## config.mk

```make
export PLATFORM = sky130hd
export DESIGN_NAME = mips_writeback_unit
export DESIGN_NICKNAME = d
export VERILOG_FILES = /design/src/rtl/mips_writeback_unit.sv
export SDC_FILE = /design/constraint.sdc
export NUM_CORES = 1
export LEC_CHECK = 0
export ABC_AREA = 1
export BUFFER_PORTS_ARGS = -buffer_cell sky130_fd_sc_hd__buf_2
export CAP_MARGIN = 20
export CELL_PAD_IN_SITES_DETAIL_PLACEMENT = 2
export CELL_PAD_IN_SITES_GLOBAL_PLACEMENT = 2
export CORE_MARGIN = 2
export CORE_UTILIZATION = 29
export CTS_CLUSTER_DIAMETER = 30
export DETAILED_ROUTE_END_ITERATION = 6
export PLACE_DENSITY_LB_ADDON = 0.25
export SYNTH_ARGS = -nofsm -noshare
export SYNTH_HDL_FRONTEND = slang
export SYNTH_SLANG_ARGS = --single-unit
```

## constraint.sdc

```tcl
create_clock -name clk -period 2.8 [get_ports clk]
set_input_delay 0.42 -clock clk [delete_from_list [all_inputs] [get_ports clk]]
set_output_delay 0.42 -clock clk [all_outputs]
set_load 0.01 [all_outputs]
```

## src/rtl/mips_writeback_unit.sv

```systemverilog
// Register-file write-back for ALU results (port c) and load data (port d),
// with an in-order load destination queue, WAW kill and a busy scoreboard.
module mips_writeback_unit #(
  parameter int DEPTH = 2
) (
  input  logic        clk,
  input  logic        reset,
  input  logic        alu_valid,
  input  logic [4:0]  alu_addr,
  input  logic [31:0] alu_data,
  input  logic        ld_issue,
  input  logic [4:0]  ld_dest,
  input  logic [2:0]  ld_type,
  input  logic [1:0]  ld_offset,
  output logic        ld_ready,
  input  logic        mem_rvalid,
  input  logic [31:0] mem_rdata,
  output logic [4:0]  write_addr_c,
  output logic        write_enable_c,
  output logic [31:0] write_data_c,
  output logic [4:0]  write_addr_d,
  output logic        write_enable_d,
  output logic [31:0] write_data_d,
  output logic [31:0] busy,
  output logic        err_overflow,
  output logic        err_unexpected
);

  localparam int PTR_W = (DEPTH > 1) ? $clog2(DEPTH) : 1;
  localparam int CNT_W = PTR_W + 1;

  logic [DEPTH-1:0] live_q, kill_q, live_nxt, kill_nxt;
  logic [4:0]       dest_q   [DEPTH];
  logic [2:0]       typ_q    [DEPTH];
  logic [1:0]       offset_q [DEPTH];
  logic [PTR_W-1:0] rd_ptr, wr_ptr;
  logic [CNT_W-1:0] count;

  logic alu_we, push, pop, head_kill, pop_we;

  function automatic logic [31:0] extract(input logic [31:0] word,
                                          input logic [2:0]  typ,
                                          input logic [1:0]  off);
    logic signed [7:0]  b;
    logic signed [15:0] h;
    case (off)
      2'd0:    b = word[7:0];
      2'd1:    b = word[15:8];
      2'd2:    b = word[23:16];
      default: b = word[31:24];
    endcase
    h = off[1] ? word[31:16] : word[15:0];
    case (typ)
      3'd1:    extract = 32'(b);
      3'd2:    extract = {24'd0, b};
      3'd3:    extract = 32'(h);
      3'd4:    extract = {16'd0, h};
      default: extract = word;
    endcase
  endfunction

  assign ld_ready = (count != CNT_W'(DEPTH));
  assign push     = ld_issue && ld_ready;
  assign pop      = mem_rvalid && (count != '0);
  assign alu_we   = alu_valid && (alu_addr != 5'd0);

  // Kills are applied to the pre-push queue, so the popping head sees them too.
  always_comb begin
    live_nxt = live_q;
    kill_nxt = kill_q;
    for (int i = 0; i < DEPTH; i++) begin
      if (live_q[i] && ((alu_we && dest_q[i] == alu_addr) ||
                        (push && dest_q[i] == ld_dest)))
        kill_nxt[i] = 1'b1;
    end
    head_kill = kill_nxt[rd_ptr];
    if (pop)
      live_nxt[rd_ptr] = 1'b0;
    if (push) begin
      live_nxt[wr_ptr] = 1'b1;
      kill_nxt[wr_ptr] = 1'b0;
    end
  end

  assign pop_we = pop && !head_kill && (dest_q[rd_ptr] != 5'd0) &&
                  !(alu_we && alu_addr == dest_q[rd_ptr]);

  always_ff @(posedge clk) begin
    if (push) begin
      dest_q[wr_ptr]   <= ld_dest;
      typ_q[wr_ptr]    <= ld_type;
      offset_q[wr_ptr] <= ld_offset;
    end
  end

  // Output stage: both ports are registered one cycle after their source.
  always_ff @(posedge clk) begin
    if (reset) begin
      count          <= '0;
      rd_ptr         <= '0;
      wr_ptr         <= '0;
      live_q         <= '0;
      kill_q         <= '0;
      write_enable_c <= 1'b0;
      write_addr_c   <= '0;
      write_data_c   <= '0;
      write_enable_d <= 1'b0;
      write_addr_d   <= '0;
      write_data_d   <= '0;
      err_overflow   <= 1'b0;
      err_unexpected <= 1'b0;
    end else begin
      live_q <= live_nxt;
      kill_q <= kill_nxt;
      if (push)
        wr_ptr <= wr_ptr + 1'b1;
      if (pop)
        rd_ptr <= rd_ptr + 1'b1;
      case ({push, pop})
        2'b10:   count <= count + CNT_W'(1);
        2'b01:   count <= count - CNT_W'(1);
        default: count <= count;
      endcase
      write_enable_c <= alu_we;
      write_addr_c   <= alu_addr;
      write_data_c   <= alu_data;
      write_enable_d <= pop_we;
      if (pop) begin
        write_addr_d <= dest_q[rd_ptr];
        write_data_d <= extract(mem_rdata, typ_q[rd_ptr], offset_q[rd_ptr]);
      end
      if (ld_issue && !ld_ready)
        err_overflow <= 1'b1;
      if (mem_rvalid && count == '0)
        err_unexpected <= 1'b1;
    end
  end

  always_comb begin
    busy = '0;
    for (int i = 0; i < DEPTH; i++) begin
      if (live_q[i] && !kill_q[i])
        busy[dest_q[i]] = 1'b1;
    end
    if (write_enable_c)
      busy[write_addr_c] = 1'b1;
    if (write_enable_d)
      busy[write_addr_d] = 1'b1;
    busy[0] = 1'b0;
  end

endmodule

```

==> impl_metrics.ini <==
[sta]
worst_pin_slew_ns = 0.7445
finalCriticalPeriod_ns = 2.534
setup_viol = 0
post-route-period-util = 0.9052
maxSlewViolCount = 0
rsz0062_at_grt = no
finalHoldViolCount = 0
slew_headroom = 0.5019
fin_skew_ns = 0.01241
final.setup.tns_ns = 0
clock.fmax_mhz = 394.6

[floorplanning]
dieArea_mm2 = 0.02179
die_h_um = 147.6
core_mm2 = 0.02023
io_pins = 195
fp.dieW_um = 147.6
rows = 52
initial_core_util = 0.2956

[worst_setup_path]
worstPathRequired_ns = 2.38
end_kind = output pin
crit_fanout = 7
cp-start-kind = flop
critPathArrivalTime_ns = 2.11
reg2regPathDepth = 10
path_class = flop to output pin

[clock_network]
cts_tree = done
cts_hold_buf = 0
cts_sinks = 107
cts_inserted_buffers = 9
clk_path_buf_depth = 2
clock_latency_ns = 0.36
htreeDepth = 3
root_buffer = clkbuf_16
clkTransAtPathRegs_ns = 0.09

[routing]
wl_per_cell_um = 17.94
drt_iter0_markers = 235
routed_wl_um = 23810
viasPerCell = 5.007
via_count = 6644
antenna_left = 0
post-route-drc-count = 0
drt_pre_antenna_iters = 4

[global_route]
grt_max_degree = 51
overflow = 0
grt_usage = 0.2211
grt_pass1_vias = 7141
antenna_found_initial = 0
grt_pass1_wl_um = 38280

[synthesis]
syn_area_mm2 = 0.005981
yosysWarningCount = 0
synth_nets = 956
ys_seq_elements = 107
seq_area_frac_synth = 0.3916
syn_inst = 871
synth.avg_cell_area_um2 = 6.867
synth.distinct_cells = 39

[cells_and_area]
syn_to_final_growth_pct = 25.84
drive_gt1_frac = 0.2346
stdcell_count = 1327
multiInputGateArea_mm2 = 0.002978
nets = 1137
register_area_mm2 = 0.002342
fill_cells = 2507
antennaDiodeCount = 0

[placed_design]
gp_congestion = 0.8395
place_inst = 1311
io_buffer_count = 193
dpl.hpwl_um = 18530

[worst_hold_path]
min_path_type = input pin to flop
holdPathStages = 3

[status]
outcome = finished, final reports clean

[pwr]
ir_worst_vdd_uv = 280.0
p_leak_nw = 3.691
power.density_mw_per_mm2 = 684.6

[run]
max_cap_violations = 0
-- layout make-up --
class,instances,area share
Sequential cell,107,0.3112
Clock inverter,7,0.01047
Timing Repair Buffer,205,0.1403
Inverter,134,0.06750
Clock buffer,9,0.02993
Tap cell,270,0.04489
Multi-Input combinational cell,595,0.3957
-- final timing paths --
kind | start | endpoint | slack (ns)
worst max-delay path | dest_q[0][3]$_DFFE_PP_ | busy[24] | 0.27
worst min-delay path | alu_data[4] | write_data_c[4]$_SDFF_PP0_ | 0.25
worst max register to register | flop | write_data_d[1]$_SDFFE_PP0P_ | 0.49
worst min register to register | err_overflow$_SDFFE_PP0P_ | err_overflow$_SDFFE_PP0P_ | 0.47
-- cell usage after synthesis (all sizes together) --
| cell type | instances | area share |
|---|---|---|
| o31ai | 14 | 0.018 |
| inv | 134 | 0.085 |
| nand2 | 198 | 0.13 |
| buf | 11 | 0.013 |
| nor2 | 112 | 0.073 |
| dfxtp | 87 | 0.29 |
| a31oi | 8 | 0.0084 |
| ha | 1 | 0.0021 |
| o211ai | 14 | 0.018 |
| xor2 | 9 | 0.013 |
| nand3b | 1 | 0.0013 |
| o221ai | 11 | 0.016 |
| xnor2 | 1 | 0.0015 |
| conb | 1 | 0.00063 |
| clkbuf | 24 | 0.015 |
| o21ai | 64 | 0.058 |
| nand3 | 48 | 0.046 |
| edfxtp | 20 | 0.10 |
| a21oi | 53 | 0.046 |
| nor3 | 32 | 0.027 |
| or2 | 2 | 0.0021 |
| o2111ai | 5 | 0.0073 |
| o22ai | 2 | 0.0021 |
| a22oi | 18 | 0.023 |
| nand4 | 1 | 0.0010 |
-- sequential cells by signal (all words and copies together), names as in the netlist, 2 cells and up, named ones only --
register and flops:
count 2, dest_q 10, kill_q 2, live_q 2
offset_q 4, typ_q 6, write_addr_c 5, write_addr_d 5
write_data_c 32, write_data_d 32
-- power breakdown --
part	switching [mW]	total [mW]	internal (mW)
Combinational	1.27	1.84	0.576
Clock	0.694	1.34	0.650
Sequential	0.175	1.96	1.79
-- cells by family after synthesis --
group / count (synthesis) / share of synthesized area
other: 1 / 0.0006270
AND/OR/NAND/NOR: 394 / 0.2826
XOR/XNOR: 10 / 0.01465
AO/OA/AOI/OAI: 189 / 0.1958
buffers and inverters: 169 / 0.1126
flip-flops: 107 / 0.3916
adder cells (fa/ha/maj): 1 / 0.002092
-- per-stage QoR --
stage	util	setup slack, ns	cell area [um^2]	total power, mW	hold WS (ns)
5_1_grt	0.3719	0.07496	7526	5.538	0.2386
3_3_place_gp	0.3567	0.5311	7217	3.783	0.4409
2_1_floorplan	-	0.9320	5981	3.177	0.4445
3_5_place_dp	0.3567	0.4776	7217	3.845	0.4580
4_1_cts	0.3717	0.1165	7521	5.235	0.2384
6_report	0.3719	0.2655	7526	5.152	0.2532
-- critical path, cell delays in order (launching register included) --
cell      delay [ns]
edfxtp_1        0.54
inv_1           0.20
nor3_1          0.43
nand2_1         0.10
o31ai_1         0.11
a31oi_1         0.10
o31ai_1         0.10
buf_2           0.17
-- metal layers --
metal | vias to the layer above | share of wire | global-route usage
met5 | - | 0 | 0
met4 | 0 | 0.0063 | 0.03846
met3 | 16 | 0.049 | 0.04414
met2 | 156 | 0.49 | 0.3870
met1 | 3266 | 0.45 | 0.2857
li1 | 3206 | - | -
-- what timing repair did --
action	in CTS	in global routing
gates resized for setup	0	1
setup endpoints to repair	0	4
setup buffers	0	0
-- placed cells by master (no fill, tap or decap), types with 4 or more instances in the layout --
| cell | count |
|---|---|
| o211ai_1 | 14 |
| nand3_1 | 44 |
| o31ai_1 | 14 |
| a31oi_1 | 8 |
| inv_1 | 132 |
| a21oi_1 | 52 |
| nor3_1 | 31 |
| o21ai_1 | 6 |
| buf_2 | 193 |
| clkbuf_16 | 9 |
| dfxtp_1 | 87 |
| nor2_1 | 110 |
| nand2_2 | 8 |
| xor2_1 | 9 |
| o2111ai_1 | 5 |
| buf_4 | 12 |
| edfxtp_1 | 20 |
| o221ai_1 | 11 |
| nand2_4 | 4 |
| a22oi_1 | 18 |
| nand2_1 | 186 |
| inv_8 | 4 |
| o21ai_0 | 55 |
Note: power is estimated with default switching activity, not from simulation.
